===== src/rtl/regfile_scoreboard.sv =====
// rtl/regfile_scoreboard.sv - register file with write bypass and per-register pending-write scoreboard
module regfile_scoreboard #(
  parameter int              XLEN    = 32,
  parameter int              NREGS   = 32,
  parameter int              AW      = $clog2(NREGS),
  parameter int              NRD     = 2,
  parameter int              SP_IDX  = 2,
  parameter logic [XLEN-1:0] SP_INIT = 32'h200
) (
  input  logic                clk,
  input  logic                reset,
  input  logic [NRD*AW-1:0]   raddr,
  output logic [NRD*XLEN-1:0] rdata,
  output logic [NRD-1:0]      rbusy,
  input  logic                we0,
  input  logic [AW-1:0]       waddr0,
  input  logic [XLEN-1:0]     wdata0,
  input  logic                we1,
  input  logic [AW-1:0]       waddr1,
  input  logic [XLEN-1:0]     wdata1,
  input  logic                iss_valid,
  input  logic [AW-1:0]       iss_addr,
  output logic [NREGS-1:0]    busy_vec
);

  // Register 0 is hardwired to zero, so storage starts at index 1.
  logic [XLEN-1:0]  regs_q [1:NREGS-1];
  logic [XLEN-1:0]  regs_d [1:NREGS-1];
  logic [NREGS-1:0] busy_q;
  logic [NREGS-1:0] busy_d;

  // Port 1 is applied after port 0 so it wins a same-address write;
  // the issue is applied last so a new producer keeps the register busy.
  always_comb begin
    regs_d = regs_q;
    busy_d = busy_q;
    for (int r = 1; r < NREGS; r++) begin
      if (we0 && (waddr0 == AW'(r))) begin
        regs_d[r] = wdata0;
        busy_d[r] = 1'b0;
      end
      if (we1 && (waddr1 == AW'(r))) begin
        regs_d[r] = wdata1;
        busy_d[r] = 1'b0;
      end
      if (iss_valid && (iss_addr == AW'(r))) begin
        busy_d[r] = 1'b1;
      end
    end
    busy_d[0] = 1'b0;
  end

  always_ff @(posedge clk) begin
    if (reset) begin
      for (int r = 1; r < NREGS; r++) begin
        regs_q[r] <= (r == SP_IDX) ? SP_INIT : '0;
      end
      busy_q <= '0;
    end else begin
      regs_q <= regs_d;
      busy_q <= busy_d;
    end
  end

  assign busy_vec = busy_q;

  // Addresses of 0 or >= NREGS never produce a hit, so they read 0 and not busy.
  for (genvar i = 0; i < NRD; i++) begin : g_rd
    logic [AW-1:0]   a;
    logic [XLEN-1:0] stored;
    logic [XLEN-1:0] data;
    logic            hit;
    logic            busy_hit;
    logic            wr1_hit;
    logic            wr0_hit;
    logic            busy_out;

    assign a       = raddr[i*AW +: AW];
    assign wr1_hit = we1 && (waddr1 == a);
    assign wr0_hit = we0 && (waddr0 == a);

    always_comb begin
      stored   = '0;
      hit      = 1'b0;
      busy_hit = 1'b0;
      for (int r = 1; r < NREGS; r++) begin
        if (a == AW'(r)) begin
          hit      = 1'b1;
          stored   = regs_q[r];
          busy_hit = busy_q[r];
        end
      end
    end

    always_comb begin
      data     = '0;
      busy_out = 1'b0;
      if (hit) begin
        if (wr1_hit) begin
          data = wdata1;
        end else if (wr0_hit) begin
          data = wdata0;
        end else begin
          data = stored;
        end
        busy_out = busy_hit && !wr1_hit && !wr0_hit;
      end
    end

    assign rdata[i*XLEN +: XLEN] = data;
    assign rbusy[i]              = busy_out;
  end

endmodule


===== config.mk =====
export PLATFORM = sky130hd
export DESIGN_NAME = regfile_scoreboard
export DESIGN_NICKNAME = d
export VERILOG_FILES = /design/src/rtl/regfile_scoreboard.sv
export SDC_FILE = /design/constraint.sdc
export NUM_CORES = 2
export LEC_CHECK = 0
export ABC_CLOCK_PERIOD_IN_PS = 4080
export BUFFER_PORTS_ARGS = -buffer_cell sky130_fd_sc_hd__buf_4
export CAP_MARGIN = 20
export CELL_PAD_IN_SITES_DETAIL_PLACEMENT = 0
export CELL_PAD_IN_SITES_GLOBAL_PLACEMENT = 2
export CORE_UTILIZATION = 38
export CTS_CLUSTER_SIZE = 24
export DETAILED_ROUTE_END_ITERATION = 8
export PLACE_DENSITY = 0.8
export SETUP_SLACK_MARGIN = 0.4
export SLEW_MARGIN = 15
export SYNTH_ARGS = -nofsm -noshare
export SYNTH_HDL_FRONTEND = slang
export SYNTH_SLANG_ARGS = --single-unit
export TNS_END_PERCENT = 10

===== constraint.sdc =====
create_clock -name clk -period 4.08 [get_ports clk]
set_clock_uncertainty 0.1 [all_clocks]
set_input_delay 0.612 -clock clk [delete_from_list [all_inputs] [get_ports clk]]
set_output_delay 0.612 -clock clk [all_outputs]
set_load 0.01 [all_outputs]

## After elaboration in Yosys (flattened, before gate mapping)

Cells that the tools add are included.

- Eq/ne operators: 159
- Multiplexer cells: 349
- Reductions and logical operators: 167

Operators by type and width:

| kind | count |
|---|---|
| $mux 32 | 130 |
| $eq 5x5->1 const B | 80 |
| $mux 1 | 219 |
| $eq 5x4->1 const B | 40 |
| $logic_and 1x1->1 | 101 |
| $eq 5x3->1 const B | 20 |
| $reduce_bool 3->1 | 31 |
| $reduce_bool 2->1 | 31 |
| $eq 5x2->1 const B | 10 |
| $eq 5x1->1 const B | 5 |
| $eq 5x5->1 | 4 |
| $logic_not 1->1 | 4 |

- Register bits after elaboration: 1024
- Bits of input ports: 94
- Output and inout port bits: 98
- Logic and storage cells: 738

## Depth between registers and ports, before layout

- Word-level depth: 35
- Mapped depth: 13
- Mapped depth without buffers: 7

## Worst setup path after synthesis

No wires, ideal clock.

- Path kind: input to output
- From: in raddr[5]
- To: out rbusy[1]
- Data arrival time: 2.560 ns
- Required time: 3.368 ns
- Path slack: 0.808 ns
- Stages on the path: 11
- Buffers on the path: 4
- Cells stage by stage: buf_2 > buf_4 > buf_2 > mux2_2 > o21ai_1 > o21ai_0 > a221oi_1 > o21ai_0 > a2111oi_0 > nor3_1 > buf_4

- Longest elaborated chain between the ends: 35

RTL lines:

| item | RTL line | RTL |
|---|---|---|
| start: declaration | 12 | `input logic [NRD*AW-1:0] raddr,` |
| $eq 5x1->1 | 87 | `if (a == AW'(r)) begin` |
| $mux 1 (31 in a row) | 87 |  |
| $logic_and 1x1->1 (2 in a row) | 106 | `busy_out = busy_hit && !wr1_hit && !wr0_hit;` |
| $mux 1 * | 98 | `if (hit) begin` |
| end: declaration | 14 | `output logic [NRD-1:0] rbusy,` |

Mark *: on every way between the ends. The rest lies on a longest branch, timed or not.

## Worst setup path after layout

- From: in raddr[7]
- To: out rdata[56]

- Longest elaborated chain between the ends: 35

RTL lines:

| item | RTL line | RTL |
|---|---|---|
| $eq 5x1->1 | 87 |  |
| $mux 32 (31 in a row) | 87 |  |
| $mux 32 | 101 | `end else if (wr0_hit) begin` |
| $mux 32 | 99 | `if (wr1_hit) begin` |
| $mux 32 * | 98 |  |
| end: declaration | 13 | `output logic [NRD*XLEN-1:0] rdata,` |

Marked as above.

==> reports/metrics.cfg <==
[outcome]
status=complete, but fails checks
violations=negative setup slack

[clocking]
cts_buffers=131
cts_hold_repair.buffers=0
insertion_delay_ps=820
clk_pin_slew_ps=60
cts_sinks=1023
clock_path_buffers=3
root_buffer=clkbuf_16
cts_max_level=4
cts_tree=built

[yosys]
synth.net_count=9243
async_flop_share_pct=0
synth_most_common_cell=nor2_1
synth_top_area_share_pct=29.1
synth_flop_cell=dfxtp_1
synth.top_cells.by_count=nor2_1, dfxtp_1, mux2i_1, a211oi_1, clkbuf_1
ys_seq_area_share_pct=29.1
synth_cells=9149
yosysUniqueCellTypes=104
netlist_top_cells_area=dfxtp_1, mux2i_1, a211oi_1, nor2_1, clkbuf_1
yosysTopAreaCell=dfxtp_1
yosys_warnings=0
syn_area_um2=70300
ys_ff_latch=1023
synth_edf_count=0
synth_area_per_cell_um2=7.68

[timing]
tightest_slew_ps=1170
holdWs_ps=133
fmax_mhz=239
finalSetupViolations=6
relSlewSlack_pct=22.1
rsz0062_at_grt=true
post-route-min-period_ps=4190
hold_violations=0
fin_tns_setup_ps=-276
finalCritPeriodShare_pct=103
postLayoutSetupSlackWorst_ps=-112
slew_violations=0

[placed_design]
portBuffers=190
post-place-cells=11943
pre_cts_slack_ps=-633
place_congestion=1.09
hpwl_um=380000

[power_and_ir_drop]
leakagePower_nw=33.4
powerDensity_nw_per_um2=321
p_total_w=0.0289
ir_drop_mv=0.363

[die]
pin_count=192
die_h_um=432
die_area_um2=187000
core_region_area_um2=183000
die_w_um=432
rows=157
initial_core_util_pct=38.3

[detailed_routing]
antenna_left=0
dr.pass1.iters=7
drcViolationCount=0
wirelength_um=513000
drt_iter0_markers=15452
via_count=87583
routedWlPerCell_um=41.7
viasPerCell=7.13

[final_layout]
syn_to_final_growth_pct=28.0
final_layout_size_suffix_gt1_share_pct=23.7
stdcell_count=12292
nets=9795

[worst_setup_path]
critical_path_arrival_ps=3480
crit_path_end_kind=output pin
critPathLaunchType=primary input
critical_path_class=primary input to output pin
cp_max_fo=17
critPathRequiredTime_ps=3370
crit_chain=buf_8, buf_12, buf_12, and3b_1, buf_4, nand2_1, a21oi_1, o31ai_2, o211ai_1, a31oi_1, o22ai_1, buf_4
worst_path_max_delay_cell=and3b_1
critPathMaxStageDelay_ps=450

[global_route]
grt_max_degree=135
grt_pass1_wl_um=688000
antenna_found_initial=40
track_usage_pct=52.6
grt_pass1_vias=78348
overflow=0

[flow_run]
maxCapViolCount=0

[worst_hold_path]
min_path_type=primary input to flop

## state kept, by name (all words and copies together), names as in the netlist
signal / cells
regs_q: 992
busy_vec: 31
## stage by stage
| step | util [%] | area, um^2 |
|---|---|---|
| 3_5_place_dp | 44.8 | 82200 |
| 6_report | 49.0 | 89900 |
| 4_1_cts | 48.6 | 89100 |
| 3_3_place_gp | 44.8 | 82200 |
| 2_1_floorplan | - | 70300 |
| 5_1_grt | 49.0 | 89900 |
## worst paths after layout
kind                            slack, ps           to         from  depth (start not counted)
worst max-delay path                 -110    rdata[56]     raddr[7]                         12
worst min-delay path                  130  regs_q[267]   wdata1[11]                          3
worst max register to register       2820  regs_q[337]  regs_q[337]                          3
worst min register to register        400  regs_q[481]  regs_q[481]                          2
## routing by layer
metal  GRT usage [%]  vias to the layer above  part of all wire (%)
met5               0                        -                 0.024
met4            35.9                       18                   8.3
met3            18.3                     1850                    14
met2            71.9                     7720                    39
met1            68.6                    42695                    39
li1                -                    35300                     -
## worst max-delay path: cells and delay by family
| family | cells | cell delay [ps] |
|---|---|---|
| compound gates | 5 | 1210 |
| buf+inv | 5 | 1070 |
| simple gates | 2 | 530 |
## power breakdown
part | internal (W) | switching [W]
Combinational | 0.00204 | 0.00405
Sequential | 0.0102 | 0.000283
Clock | 0.00700 | 0.00536
Total | 0.0192 | 0.00969
## logic make-up after synthesis
family,after synthesis,share of synthesized area [%]
AOI/OAI and AO/OA,3058,30.1
xor gates and xnor gates,20,0.249
buffers and inverters,1235,7.49
DFF,1023,29.1
muxes,1060,15.7
other,1,0.00534
and+or+nand+nor,2752,17.3
## layout by cell type (no fill, tap or decap), drive strengths merged, types with 19 or more instances in the layout
cell,n
a2111oi,29
a211oi,831
a21o,39
a21oi,579
a221o,25
a221oi,71
a22o,37
a22oi,114
a311oi,247
a31oi,47
a32oi,37
and3,51
buf,1619
clkbuf,194
clkinv,20
dfxtp,1023
diode,26
inv,34
mux2,76
mux2i,957
mux4,27
nand2,611
nand2b,51
nand3,327
nand3b,29
nor2,1380
nor2b,44
nor3,92
nor4,22
o211ai,61
o21ai,440
o221ai,90
o22ai,173
o2bb2ai,19
o31ai,22
o32ai,23
or3,24
## layout make-up
| type | instances | area (um^2) |
|---|---|---|
| Inverter | 26 | 110 |
| Timing Repair Buffer | 1628 | 15100 |
| Sequential cell | 1023 | 20500 |
| Clock inverter | 42 | 482 |
| Antenna cell | 26 | 65.1 |
| Multi-Input combinational cell | 6891 | 46700 |
| Clock buffer | 192 | 3860 |
| Fill cell | 17867 | 93500 |
| Tap cell | 2464 | 3080 |
## what timing repair did
action                     CTS  global route
setup endpoints to repair   66            66
gates resized for setup    368           122
pin swaps                   77            36
buffers inserted            57            21
cloned                       8             2
(Power assumes the default switching activity.)
